<file path="src/rtl/note_player.sv">
// Square-wave note player: latches {note, duration} on a load strobe, emits one tone
// sample per sample strobe and counts beats until the note ends.
module note_player #(
   parameter logic signed [15:0] AMPLITUDE = 16'sd8192,
   parameter int                 PHASE_W   = 22
) (
   input  logic        clk,
   input  logic        reset,
   input  logic        play,
   input  logic        load_new_note,
   input  logic [5:0]  note,
   input  logic [5:0]  duration,
   input  logic        beat,
   input  logic        generate_next_sample,
   output logic [15:0] sample_out,
   output logic        new_sample_ready,
   output logic        note_done,
   output logic        busy
);

   typedef enum logic [1:0] {
      IDLE    = 2'd0,
      PLAYING = 2'd1,
      DONE    = 2'd2
   } state_t;

   state_t               state_q, state_d;
   logic [5:0]           note_q, note_d;
   logic [5:0]           remaining_q, remaining_d;
   logic [PHASE_W-1:0]   phase_q, phase_d;
   logic [15:0]          sample_q, sample_d;
   logic                 sample_ready_q;

   logic [5:0]           note_m1;
   logic [3:0]           semi;
   logic [2:0]           oct;
   logic [13:0]          base;
   logic [PHASE_W-1:0]   step;
   logic [PHASE_W-1:0]   phase_adv;
   logic                 advance;

   // Semitone within the octave picks a base step; the octave doubles it.
   always_comb begin
      note_m1 = note_q - 6'd1;
      semi    = 4'(note_m1 % 6'd12);
      oct     = 3'(note_m1 / 6'd12);
      case (semi)
         4'd0:    base = 14'd4806;
         4'd1:    base = 14'd5092;
         4'd2:    base = 14'd5394;
         4'd3:    base = 14'd5715;
         4'd4:    base = 14'd6055;
         4'd5:    base = 14'd6415;
         4'd6:    base = 14'd6797;
         4'd7:    base = 14'd7201;
         4'd8:    base = 14'd7629;
         4'd9:    base = 14'd8083;
         4'd10:   base = 14'd8563;
         4'd11:   base = 14'd9072;
         default: base = 14'd0;
      endcase
      step = {{(PHASE_W-14){1'b0}}, base} << oct;
   end

   always_comb begin
      state_d     = state_q;
      note_d      = note_q;
      remaining_d = remaining_q;
      phase_d     = phase_q;
      sample_d    = sample_q;

      advance   = generate_next_sample && (state_q == PLAYING) && play && (note_q != 6'd0);
      phase_adv = phase_q + step;

      // A rest, pause or non-playing state still answers every strobe, with silence.
      if (generate_next_sample) begin
         if (advance) begin
            phase_d  = phase_adv;
            sample_d = phase_adv[PHASE_W-1] ? -AMPLITUDE : AMPLITUDE;
         end else begin
            sample_d = '0;
         end
      end

      case (state_q)
         IDLE: state_d = IDLE;
         PLAYING: begin
            if (beat && play) begin
               if (remaining_q <= 6'd1) state_d = DONE;
               else                     remaining_d = remaining_q - 6'd1;
            end
         end
         DONE:    state_d = IDLE;
         default: state_d = IDLE;
      endcase

      // A load overrides beat counting in every state, including an in-flight note.
      if (load_new_note) begin
         note_d      = note;
         remaining_d = duration;
         phase_d     = '0;
         state_d     = (duration == 6'd0) ? DONE : PLAYING;
      end
   end

   always_ff @(posedge clk) begin
      if (reset) begin
         state_q        <= IDLE;
         note_q         <= '0;
         remaining_q    <= '0;
         phase_q        <= '0;
         sample_q       <= '0;
         sample_ready_q <= 1'b0;
      end else begin
         state_q        <= state_d;
         note_q         <= note_d;
         remaining_q    <= remaining_d;
         phase_q        <= phase_d;
         sample_q       <= sample_d;
         sample_ready_q <= generate_next_sample;
      end
   end

   assign sample_out       = sample_q;
   assign new_sample_ready = sample_ready_q;
   assign note_done        = (state_q == DONE);
   assign busy             = (state_q == PLAYING);

endmodule

</file>
<file path="config.mk">
export PLATFORM = sky130hd
export DESIGN_NAME = note_player
export DESIGN_NICKNAME = d
export VERILOG_FILES = /design/src/rtl/note_player.sv
export SDC_FILE = /design/constraint.sdc
export NUM_CORES = 1
export LEC_CHECK = 0
export ABC_AREA = 1
export BUFFER_PORTS_ARGS = -buffer_cell sky130_fd_sc_hd__buf_4
export CAP_MARGIN = 15
export CORE_ASPECT_RATIO = 0.5
export CORE_MARGIN = 3
export CORE_UTILIZATION = 45
export CTS_CLUSTER_DIAMETER = 60
export DETAILED_ROUTE_END_ITERATION = 8
export GPL_TIMING_DRIVEN = 0
export SYNTH_ARGS = -nofsm -noshare
export SYNTH_HDL_FRONTEND = slang
export SYNTH_SLANG_ARGS = --single-unit
</file>
<file path="constraint.sdc">
create_clock -name clk -period 11.3 [get_ports clk]
set_input_delay 0.565 -clock clk [delete_from_list [all_inputs] [get_ports clk]]
set_output_delay 0.565 -clock clk [all_outputs]
set_load 0.005 [all_outputs]
</file>
# [Word-level counts from Yosys, hierarchy flattened]
# Memories as Yosys holds them, arrays and structs flattened.
# Cells that the tools add are included.
[op_classes] n_eq_ne=5 shifts=1 n_mux=11 reduce_logical=12 div_mod_pow=2 order_cmp=1 add_sub_neg=3
[op_table] cell="16-bit 2-to-1 mux" count=2
[op_table] cell="6-bit 2-to-1 mux" count=4
[op_table] cell="22-bit adder" count=1
[op_table] cell="14-bit by 3-bit left shift with 22-bit output" count=1
[op_table] cell="6-bit by 1-bit subtractor with 6-bit output (second input constant)" count=2
[op_table] cell="2-bit 2-to-1 mux" count=5
[op_table] cell="6-bit by 4-bit divider with 6-bit output (second input constant)" count=1
[op_table] cell="6-bit by 1-bit less-or-equal comparator with 1-bit output (second input constant)" count=1
[op_table] cell="6-bit logical NOT" count=1
[op_table] cell="6-bit by 4-bit remainder unit with 6-bit output (second input constant)" count=1
[op_table] cell="3-bit by 2-bit inequality test with 1-bit output (second input constant)" count=2
[op_table] cell="6-bit nonzero test" count=1
[op_table] cell="1-bit logical AND" count=4
[op_table] cell="2-bit AND reduction" count=2
[op_table] cell="2-bit nonzero test" count=2
[op_table] cell="3-bit AND reduction" count=1
[op_table] cell="2-bit by 1-bit equality test with 1-bit output (second input constant)" count=1
[op_table] cell="2-bit equality test (second input constant)" count=1
[op_table] cell="2-bit inequality test (second input constant)" count=1
[op_table] cell="2-bit OR reduction" count=1
[totals] output_inout_bits=19 rom_bits=224 reg_bits=53 in_bits=18 wordCells=42 mem_count=1
[memory_table] name="(no name shown)" depth=16 width=14 rd=1 rd_ports_with_merged_regs=0 write_ports=0 line="47" source="case (semi)"

# [Longest topological paths before layout]
# Gate-level depths: netlist of run 1.
# An unclocked memory read counts as a cell.
[logic_depth] depth_word=7 mapped_depth=46 depth_no_buf=44

# [Worst setup path before layout of run 1]
# No wires, ideal clock.
[synth_timing] kind="reg-to-reg" startpoint="register note_q[0]" endpoint="register phase_q[21]" n_path_buf=3 arrival_ns=4.965 setup_ns=0.132 t_required_ns=11.168 slack_ns=6.202 stages_incl_launch_ff=43 period_less_slack_ns=5.098 cell_sequence="dfxtp_1 inv_1 ha_1 nand2_1 nand2_1 nand2_1 inv_1 ha_1 buf_4 inv_2 or2_1 nand2_1 nand3_2 buf_4 nand2_1 nand2_1 ha_1 inv_1 [... 7 more ...] o21ai_0 nand2_1 nand2_1 nand3_1 nand2_1 nand2_1 nand2_1 ha_1 nand2_1 nor4_1 nand4_1 a31o_2 nand2_1 nand3_1 nand2_1 a21oi_1 o21ai_0 a21oi_1"
[synth_between] elab_chain_len=5
[synth_lines] element="from (decl)" line="28" source="logic [5:0] note_q, note_d;"
[synth_lines] element="from (signal assigned)" line="116" source="note_q <= note_d;"
[synth_lines] element="6-bit by 1-bit subtractor with 6-bit output" line="44" source="note_m1 = note_q - 6'd1;"
[synth_lines] element="6-bit by 4-bit remainder unit with 6-bit output" line="45" source="semi = 4'(note_m1 % 6'd12);"
[synth_lines] element="memory 16 x 14 bit"
[synth_lines] element="14-bit by 3-bit left shift with 22-bit output" line="62" source="step = {{(PHASE_W-14){1'b0}}, base} << oct;"
[synth_lines] element="22-bit adder" line="73" source="phase_adv = phase_q + step;"
[synth_lines] element="to (signal assigned)" line="118" source="phase_q <= phase_d;"
[synth_lines] element="to (decl)" line="30" source="logic [PHASE_W-1:0] phase_q, phase_d;"
# Parallel ways exist; a longest one is shown, timed or not.
# A chain may end at the register's enable or synchronous reset.

# [Worst setup path after layout of run 1]
# Same ends and word-level chain as after synthesis.

==> results.py, run 1 <==
metrics = {
    "outcome": {
        "status": "finished clean",
    },
    "global_routing": {
        "grt_overflow": 0,
        "first_global_vias": 3509,
        "antenna_found_initial": 0,
        "grt_max_degree": 12,
        "grt_pass1_wl_um": 16840,
        "track_usage_pct": 21.19,
    },
    "place": {
        "gp_congestion": 0.8701,
        "dp_slack_ns": 4.860,
        "placed_cell_area_mm2": 0.004272,
        "port_buffers": 23,
        "place_hpwl_um": 8325,
    },
    "logic_synthesis": {
        "synth_edf_count": 0,
        "ys_types": 42,
        "synth_top_cell_by_area": "dfxtp_1",
        "synth_seq_area_share_pct": 19.95,
        "synth_area_per_cell_um2": 6.212,
        "yosysWarningCount": 0,
        "synth.area.top_cells": "dfxtp_1 20%, nand2_1 14%, ha_1 11%, nand3_1 10%, inv_1 6.2%",
        "netlist.area_leader.share_pct": 19.95,
        "ys_ff_latch": 39,
        "ys_async_sr_fraction_pct": 0,
        "syn_inst": 630,
        "synth_flop_cell": "dfxtp_1",
        "syn-cell-area_mm2": 0.003914,
    },
    "route": {
        "via_per_inst": 5.157,
        "totalWireLength_um": 10330,
        "drt-pass1-iter-count": 8,
        "ant_nets": 0,
        "vias": 4048,
        "dr.first_iter.drc_count": 239,
        "wl_per_cell_um": 13.16,
        "drc": 0,
    },
    "clock_network": {
        "numCtsBuffers": 5,
        "h-tree-depth": 2,
        "hold_buffers": 0,
        "cts_resized": 0,
        "post_cts_buffers": 0,
        "clkSinkCount": 39,
        "cts.clk_slew.worst_paths_ns": 0.06,
        "cts_root_buf": "clkbuf_16",
        "clk_path_buf_depth": 2,
        "clk-insertion-delay-late_ns": 0.29,
        "cts_tree": "yes",
    },
    "critical_path": {
        "crit_family": "simple AND/OR/NAND/NOR gates",
        "max_stage_delay_ns": 0.56,
        "path_common_cell": "nand2_1",
        "crit_type": "flop to flop",
        "cp_num_buf_inv": 8,
        "startpoint": "note_q[0]",
        "end_kind": "flop",
        "rr_startpoint": "note_q[0]",
        "cp.required_ns": 11.45,
        "crit_fanout": 10,
        "worst_path_max_delay_cell": "nor4_1",
        "worstPathArrival_ns": 6.64,
        "worst_setup_path_start_kind": "flop",
    },
    "timing": {
        "layout_min_cycle_time_ns": 6.487,
        "timing.hold.ws_ns": 0.4659,
        "fmax_ghz": 0.1542,
        "period_share_pct": 57.41,
        "rsz0062_at_grt": "no",
        "final_hold_viol_count": 0,
        "slew_headroom_pct": 45.86,
        "setup_slack_ns": 4.813,
        "final.setup.tns_ns": 0,
        "fin_worst_skew_ns": 0.008623,
        "setup_viol": 0,
        "worstMarginPinSlew_ns": 0.8091,
        "slew_violations": 0,
    },
    "finish": {
        "fin_nets": 724,
        "num-fill-cells": 879,
        "final_cell_mix": "145 x nand2_1, 82 x nand3_1, 65 x inv_1, 61 x nor2_1, 45 x a21oi_1",
        "area_growth_pct": 13.14,
        "drive_above_1_share_pct": 11.00,
        "final_common_cell": "nand2_1",
        "fin_area_mm2": 0.004428,
        "diodes": 0,
    },
    "power_and_ir_drop": {
        "p_per_area_mw_per_mm2": 185.4,
        "p_leak_nw": 2.290,
        "vdd_drop_max_mv": 0.08406,
    },
    "floorplan": {
        "start_util_pct": 47.55,
        "num_io_pins": 37,
        "rows": 23,
        "fp.dieH_um": 71.95,
        "die_w_um": 137.9,
        "die_area_mm2": 0.009921,
        "coreArea_mm2": 0.008230,
    },
    "worst_hold_path": {
        "hold_path.startpoint": "sample_out[13]",
        "min_path_type": "flop to flop",
    },
    "run": {
        "max_cap_violations": 0,
    },
}
==> power by group <==
group / internal [mW] / switching [mW] / total, mW
Clock: 0.0941 / 0.0587 / 0.153
Combinational: 0.176 / 0.346 / 0.522
Sequential: 0.142 / 0.00395 / 0.146
Total: 0.413 / 0.408 / 0.821
==> cells in the mapped netlist, types with 2 or more instances <==
cell type,instances
nor4_1,4
a31o_2,5
nand2_1,145
nand3_2,3
buf_2,2
inv_2,3
nand2_4,2
nor2_1,61
a22oi_1,2
dfxtp_1,39
o21ai_1,4
nor3_1,5
o211ai_1,7
nand4_1,13
nand2_2,5
buf_4,16
xnor2_1,8
o21ai_0,39
nor2_2,2
clkbuf_1,9
ha_1,33
a21oi_1,45
nor2_4,2
xor2_1,10
or2_1,2
buf_1,2
buf_6,2
inv_1,65
nand3_1,82
==> through the flow <==
| step | utilization [%] | cells | power [mW] |
|---|---|---|---|
| floorplan | - | 642 | 0.5534 |
| global placement | 51.90 | 777 | 0.6612 |
| detailed placement | 51.90 | 777 | 0.6610 |
| CTS | 53.80 | 785 | 0.8190 |
| global route | 53.80 | 785 | 0.8972 |
| finish | 53.80 | 785 | 0.8209 |
==> layer usage <==
layer  vias up  global-route usage, %  part of all wire, %
met2        83                  32.02                   40
met5         -                      0                    0
met4         0                  3.943                 0.76
li1       2168                      -                    -
met3         8                  3.740                  4.5
met1      1789                  31.83                   55
==> layout make-up <==
type	instances	area [um^2]	area share, %
Buffer	31	193.9	4.380
Clock buffer	8	156.4	3.532
Inverter	69	259.0	5.849
Multi-Input combinational cell	503	2725	61.54
Sequential cell	39	780.7	17.63
Tap cell	112	140.1	3.165
Timing Repair Buffer	23	172.7	3.899
==> worst paths after layout <==
kind / to / slack [ns] / cells after the start
setup / recovery: phase_q[21] / 4.81 / 42
hold reg to reg: sample_out[13] / 0.47 / 2
setup reg to reg: phase_q[21] / 4.81 / 42
hold / removal: sample_out[13] / 0.47 / 2
==> sequential cells by signal, summed over array words and instances, names as in the netlist <==
| signal | flops |
|---|---|
| note_q | 6 |
| phase_q | 22 |
| sample_out | 2 |
| new_sample_ready | 1 |
| state_q | 2 |
| remaining_q | 6 |
==> kinds of logic after synthesis <==
kind of cell	count (synthesis)	synth area share, %
and+or+nand+nor	328	37.31
AOI/OAI and AO/OA	109	15.57
buffers and inverters	100	11.57
DFF	39	19.95
adders and majority gates	34	11.06
xor gates and xnor gates	19	4.444
other	1	0.09582
==> worst min-delay path, stage by stage, from the launching register on <==
cell and delay [ns]:
dfxtp_1 0.31, nand2_1 0.06, a21oi_1 0.05
Power figures use the tool's default switching activity.
==> inputs of run 2 (changes only) <==
- ABC_AREA: 1 -> 0
- clock period: 11.3 -> 6.55 ns (I/O delays scaled with it)
==> results.py, run 2 <==
metrics = {
    "route": {
        "dr_wl_met2_um": 5469,
        "via_per_inst": 5.789,
        "wl_met1_um": 6455,
        "totalWireLength_um": 12900,
        "drc": 0,
        "drt-pass1-iter-count": 5,
        "highest_layer": "met4",
        "wl_met3_um": 857,
        "wl_per_cell_um": 16.90,
        "vias": 4417,
        "dr.first_iter.drc_count": 321,
        "ant_nets": 0,
    },
    "floorplan": {
        "coreArea_mm2": 0.008432,
        "die_w_um": 141.1,
        "rows": 23,
        "die_area_mm2": 0.01037,
        "num_io_pins": 37,
        "start_util_pct": 48.69,
        "fp.dieH_um": 73.54,
    },
    "clock_network": {
        "h-tree-depth": 2,
        "clkSinkCount": 39,
        "clk_path_buf_depth": 2,
        "clk-insertion-delay-late_ns": 0.30,
        "cts_tree": "yes",
        "cts.clk_slew.worst_paths_ns": 0.06,
        "cts_root_buf": "clkbuf_16",
        "numCtsBuffers": 5,
    },
    "global_routing": {
        "first_global_vias": 3995,
        "grt_overflow": 0,
        "grt_pass1_wl_um": 20020,
        "grt_max_degree": 13,
        "track_usage_pct": 24.15,
        "antenna_found_initial": 0,
    },
    "critical_path": {
        "crit_type": "flop to flop",
        "worst_path_max_delay_cell": "or3b_4",
        "end_kind": "flop",
        "path_common_cell": "buf_6",
        "worst_setup_path_start_kind": "flop",
        "startpoint": "note_q[1]",
        "worstPathArrival_ns": 6.86,
        "max_stage_delay_ns": 0.41,
        "cp.required_ns": 6.74,
        "crit_fanout": 5,
        "rr_startpoint": "note_q[1]",
    },
    "logic_synthesis": {
        "synthAdderAreaFrac_pct": 10.79,
        "synth_seq_area_share_pct": 19.02,
        "ys_async_sr_fraction_pct": 0,
        "synth.mux.area_fraction_pct": 7.041,
        "synth.area.top_cells": "dfxtp_1 19%, ha_1 10%, a21oi_1 5.7%, nor2_1 5.5%, nand2_1 5.2%",
        "yosysWarningCount": 0,
        "synth_area_per_cell_um2": 7.383,
        "synthSimpleGateAreaFrac_pct": 25.14,
        "synth-compound-area-share_pct": 26.12,
        "yosysMostFrequentCell": "nor2_1",
        "synth_top_family_by_area": "compound AO/OA/AOI/OAI gates",
        "ys_ff_latch": 39,
        "synth_xor_area_share_pct": 3.840,
        "syn_inst": 556,
        "ys_types": 70,
        "netlist.area_leader.share_pct": 19.02,
        "synth_top_cell_by_area": "dfxtp_1",
        "synth_flop_cell": "dfxtp_1",
        "syn-cell-area_mm2": 0.004105,
        "synth.cells.most_frequent": "60 x nor2_1, 57 x nand2_1, 47 x a21oi_1, 39 x dfxtp_1, 33 x ha_1",
        "synth_edf_count": 0,
    },
    "finish": {
        "largest_register_ffs": 22,
        "final_common_cell": "buf_4",
        "multi_input_area_mm2": 0.003482,
        "final_util_pct": 66.05,
        "top_register": "phase_q",
        "final-seq-area_um2": 788.3,
        "reg.largest.list": "phase_q: 22 flops, note_q: 6 flops, remaining_q: 6 flops",
        "fin_nets": 702,
        "diodes": 0,
        "final_cell_mix": "84 x buf_4, 57 x nor2_1, 53 x nand2_1, 39 x a21oi_1, 37 x dfxtp_1",
        "drive_above_1_share_pct": 31.03,
        "area_growth_pct": 35.66,
        "num-fill-cells": 768,
    },
    "power_and_ir_drop": {
        "p_comb_share_pct": 70.1,
        "p_sw_mw": 0.7880,
        "vdd_drop_max_mv": 0.2057,
        "p_leak_nw": 2.417,
        "swShare_pct": 42.91,
        "p_int_mw": 1.048,
        "p_seq_share_pct": 13.8,
        "p_per_area_mw_per_mm2": 329.8,
        "power_frac_clock_pct": 16.1,
        "finalPower_mw": 1.836,
    },
    "timing": {
        "setup_slack_ns": -0.1266,
        "slew_violations": 0,
        "worstMarginPinSlew_ns": 0.7911,
        "period_share_pct": 101.9,
        "rsz0062_at_grt": "yes",
        "setup_viol": 3,
        "fin_worst_skew_ns": 0.007061,
        "layout_min_cycle_time_ns": 6.677,
        "final_hold_viol_count": 0,
        "fmax_ghz": 0.1498,
        "slew_headroom_pct": 47.08,
    },
    "worst_hold_path": {
        "hold_path.startpoint": "note[0]",
        "min_path_type": "input port to flop",
    },
    "place": {
        "port_buffers": 22,
        "place_hpwl_um": 8905,
        "gp_congestion": 0.9418,
    },
    "outcome": {
        "violations": "negative setup slack",
        "status": "complete, but fails checks",
    },
    "run": {
        "max_cap_violations": 0,
    },
}
run 2: worst paths after layout:
check             slack (ns)          end  cells after the start
hold / removal          0.27    note_q[0]                      3
setup reg to reg       -0.13  phase_q[15]                     34
hold reg to reg         0.46   phase_q[7]                      2
setup / recovery       -0.13  phase_q[15]                     34
run 2: area by class of cell:
class / count / share of cell area (%)
Sequential cell: 39 / 14.15
Tap cell: 112 / 2.516
Clock inverter: 2 / 0.6291
Buffer: 40 / 4.381
Multi-Input combinational cell: 464 / 62.53
Inverter: 20 / 1.483
Clock buffer: 6 / 2.494
Timing Repair Buffer: 80 / 11.82
run 2: cell families after synthesis:
group                    after synthesis
AND/OR/NAND/NOR                      214
XOR/XNOR                              18
flip-flops                            39
buffers and inverters                 65
adder cells (fa/ha/maj)               35
AO/OA/AOI/OAI                        156
multiplexers                          28
other                                  1
run 2: metrics by stage:
step	instance area [um^2]	TNS, ns	hold WS, ns	worst slack (ns)	cells
floorplan	4302	-1.047	0.4345	-0.3213	568
global placement	4607	-12.41	0.4473	-1.316	702
detailed placement	4607	-11.84	0.4536	-1.325	702
CTS	5130	-1.220	0.2644	-0.3413	738
global route	5569	-2.296	0.2773	-0.3454	763
finish	5569	-0.2796	0.2651	-0.1266	763
run 2: power by group through the flow:
stage          Sequential [mW]  Clock [mW]  Combinational, mW
2_1_floorplan            0.257           0              0.696
3_3_place_gp             0.259           0              0.894
3_5_place_dp             0.259           0              0.892
4_1_cts                  0.253       0.300               1.03
5_1_grt                  0.254       0.309               1.38
6_report                 0.254       0.295               1.29
run 2: metal layers:
layer,vias up,track usage (%)
met3,14,4.876
met2,160,37.59
met4,0,3.867
li1,2184,-
met1,2059,35.16
met5,-,0
run 2: critical path, delay by kind of cell, from the launching register on:
kind | cells | cell delay (ns)
mux | 2 | 0.37
fa+ha+maj | 4 | 0.84
xor+xnor | 1 | 0.14
buf+inv | 5 | 0.65
flops | 1 | 0.35
compound gates | 14 | 2.50
simple gates | 8 | 1.70
run 2: repair_timing:
action / 4_1_cts / 5_1_grt
setup buffers: 32 / 25
pin swaps: 27 / 43
endpoints found under the hold margin: 0 / 0
gates resized for setup: 37 / 56
setup endpoints to repair: 18 / 18
cloned: 0 / 1
hold buffers: 0 / 0
==> inputs of run 3 (changes only) <==
- MAX_ROUTING_LAYER: not set -> met4
==> results.py, run 3 (synthesized netlist as in run 2, its figures left out) <==
metrics = {
    "outcome": {
        "status": "complete, but fails checks",
        "violations": "negative setup slack",
    },
    "critical_path": {
        "crit_type": "flop to flop",
        "crit_fanout": 4,
        "end_kind": "flop",
        "max_stage_delay_ns": 0.45,
        "cp.required_ns": 6.72,
        "rr_worst_depth": 30,
        "rr_startpoint": "note_q[1]",
        "worstPathArrival_ns": 6.78,
        "worst_path_max_delay_cell": "or4_4",
        "startpoint": "note_q[1]",
        "worst_setup_path_start_kind": "flop",
    },
    "finish": {
        "final_cell_mix": "80 x buf_4, 58 x nor2_1, 55 x nand2_1, 42 x a21oi_1, 37 x dfxtp_1",
        "final_common_cell": "buf_4",
        "stdcell_count": 747,
        "reg.largest.list": "phase_q: 22 flops, note_q: 6 flops, remaining_q: 6 flops",
        "fin_nets": 688,
        "area_growth_pct": 30.42,
        "largest_register_ffs": 22,
        "top_register": "phase_q",
        "drive_above_1_share_pct": 28.35,
        "diodes": 0,
    },
    "global_routing": {
        "grt_max_degree": 12,
        "grt_pass1_wl_um": 19290,
        "first_global_vias": 3890,
        "track_usage_pct": 23.80,
        "antenna_found_initial": 0,
        "grt_overflow": 0,
    },
    "place": {
        "dp.cells": 702,
        "dp_slack_ns": -1.335,
        "port_buffers": 22,
        "place_hpwl_um": 9028,
        "gp_congestion": 0.9757,
    },
    "timing": {
        "final_hold_viol_count": 0,
        "slew_violations": 0,
        "setup_viol": 2,
        "fin_worst_skew_ns": 0.004509,
        "rsz0062_at_grt": "yes",
        "period_share_pct": 100.9,
        "slew_headroom_pct": 42.99,
        "setup_slack_ns": -0.06095,
        "layout_min_cycle_time_ns": 6.611,
        "timing.hold.ws_ns": 0.2830,
        "fmax_ghz": 0.1513,
        "worstMarginPinSlew_ns": 0.8501,
    },
    "power_and_ir_drop": {
        "p_per_area_mw_per_mm2": 318.4,
        "vdd_drop_max_mv": 0.1687,
        "p_leak_nw": 2.300,
    },
    "route": {
        "dr.first_iter.drc_count": 333,
        "drc": 0,
        "wl_per_cell_um": 16.78,
        "drt-pass1-iter-count": 6,
        "ant_nets": 0,
        "vias": 4326,
        "via_per_inst": 5.791,
        "totalWireLength_um": 12530,
    },
    "floorplan": {
        "die_area_mm2": 0.01037,
        "start_util_pct": 48.69,
        "num_io_pins": 37,
        "fp.dieH_um": 73.54,
        "die_w_um": 141.1,
        "rows": 23,
        "coreArea_mm2": 0.008432,
    },
    "clock_network": {
        "cts_root_buf": "clkbuf_16",
        "h-tree-depth": 2,
        "clkSinkCount": 39,
        "clk_path_buf_depth": 2,
        "cts_tree": "yes",
        "clk-insertion-delay-late_ns": 0.28,
        "hold_buffers": 0,
        "cts.clk_slew.worst_paths_ns": 0.06,
        "numCtsBuffers": 5,
    },
    "run": {
        "max_cap_violations": 0,
    },
    "worst_hold_path": {
        "hold_depth": 3,
        "min_path_type": "input port to flop",
        "hold_path.startpoint": "note[5]",
    },
}
==> run 3: worst paths after layout <==
| path | end | slack (ns) |
|---|---|---|
| hold reg to reg | phase_q[13] | 0.46 |
| setup / recovery | phase_q[15] | -0.06 |
| hold / removal | note_q[5] | 0.28 |
| setup reg to reg | phase_q[15] | -0.06 |
==> run 3: power breakdown <==
group / internal, mW / switching [mW]
clock: 0.137 / 0.0911
combinational: 0.563 / 0.660
sequential: 0.245 / 0.00845
total: 0.945 / 0.760
==> run 3: metal layers <==
| layer | vias up | GRT usage, % | share of wire, % |
|---|---|---|---|
| met5 | - | - | 0 |
| met4 | 0 | 3.759 | 0.81 |
| met3 | 12 | 3.901 | 6.8 |
| met2 | 147 | 35.42 | 42 |
| met1 | 2017 | 34.44 | 50 |
| li1 | 2150 | - | - |
==> run 3: critical path, delay by kind of cell (launching register included) <==
| kind | cells | cell delay [ns] |
|---|---|---|
| flops | 1 | 0.35 |
| mux | 3 | 0.82 |
| xor+xnor | 1 | 0.16 |
| compound gates | 10 | 1.72 |
| buf+inv | 2 | 0.20 |
| simple gates | 10 | 2.55 |
| fa+ha+maj | 4 | 0.70 |
==> run 3: area by class of cell <==
cell class	count	area, um^2
buffer	39	226.5
clock buffer	5	125.1
clock inverter	1	7.507
fill	762	3078
inverter	20	82.58
multi-input combinational	464	3465
sequential	39	788.3
tap	112	140.1
timing repair buffer	67	519.2
==> run 3: metrics by stage <==
stage	setup TNS [ns]	power [mW]	utilization [%]	area, um^2
finish	-0.06841	1.705	63.50	5354
global route	-1.273	1.805	63.50	5354
CTS	-1.216	1.495	59.28	4999
detailed placement	-12.36	1.158	54.64	4607
global placement	-12.36	1.155	54.64	4607
floorplan	-1.047	0.9527	-	4302
==> run 3: what timing repair did <==
item	4_1_cts	5_1_grt
gates resized for setup	26	53
pin swaps	15	38
gates cloned	0	1
endpoints found under the setup margin	18	16
setup buffers	27	17
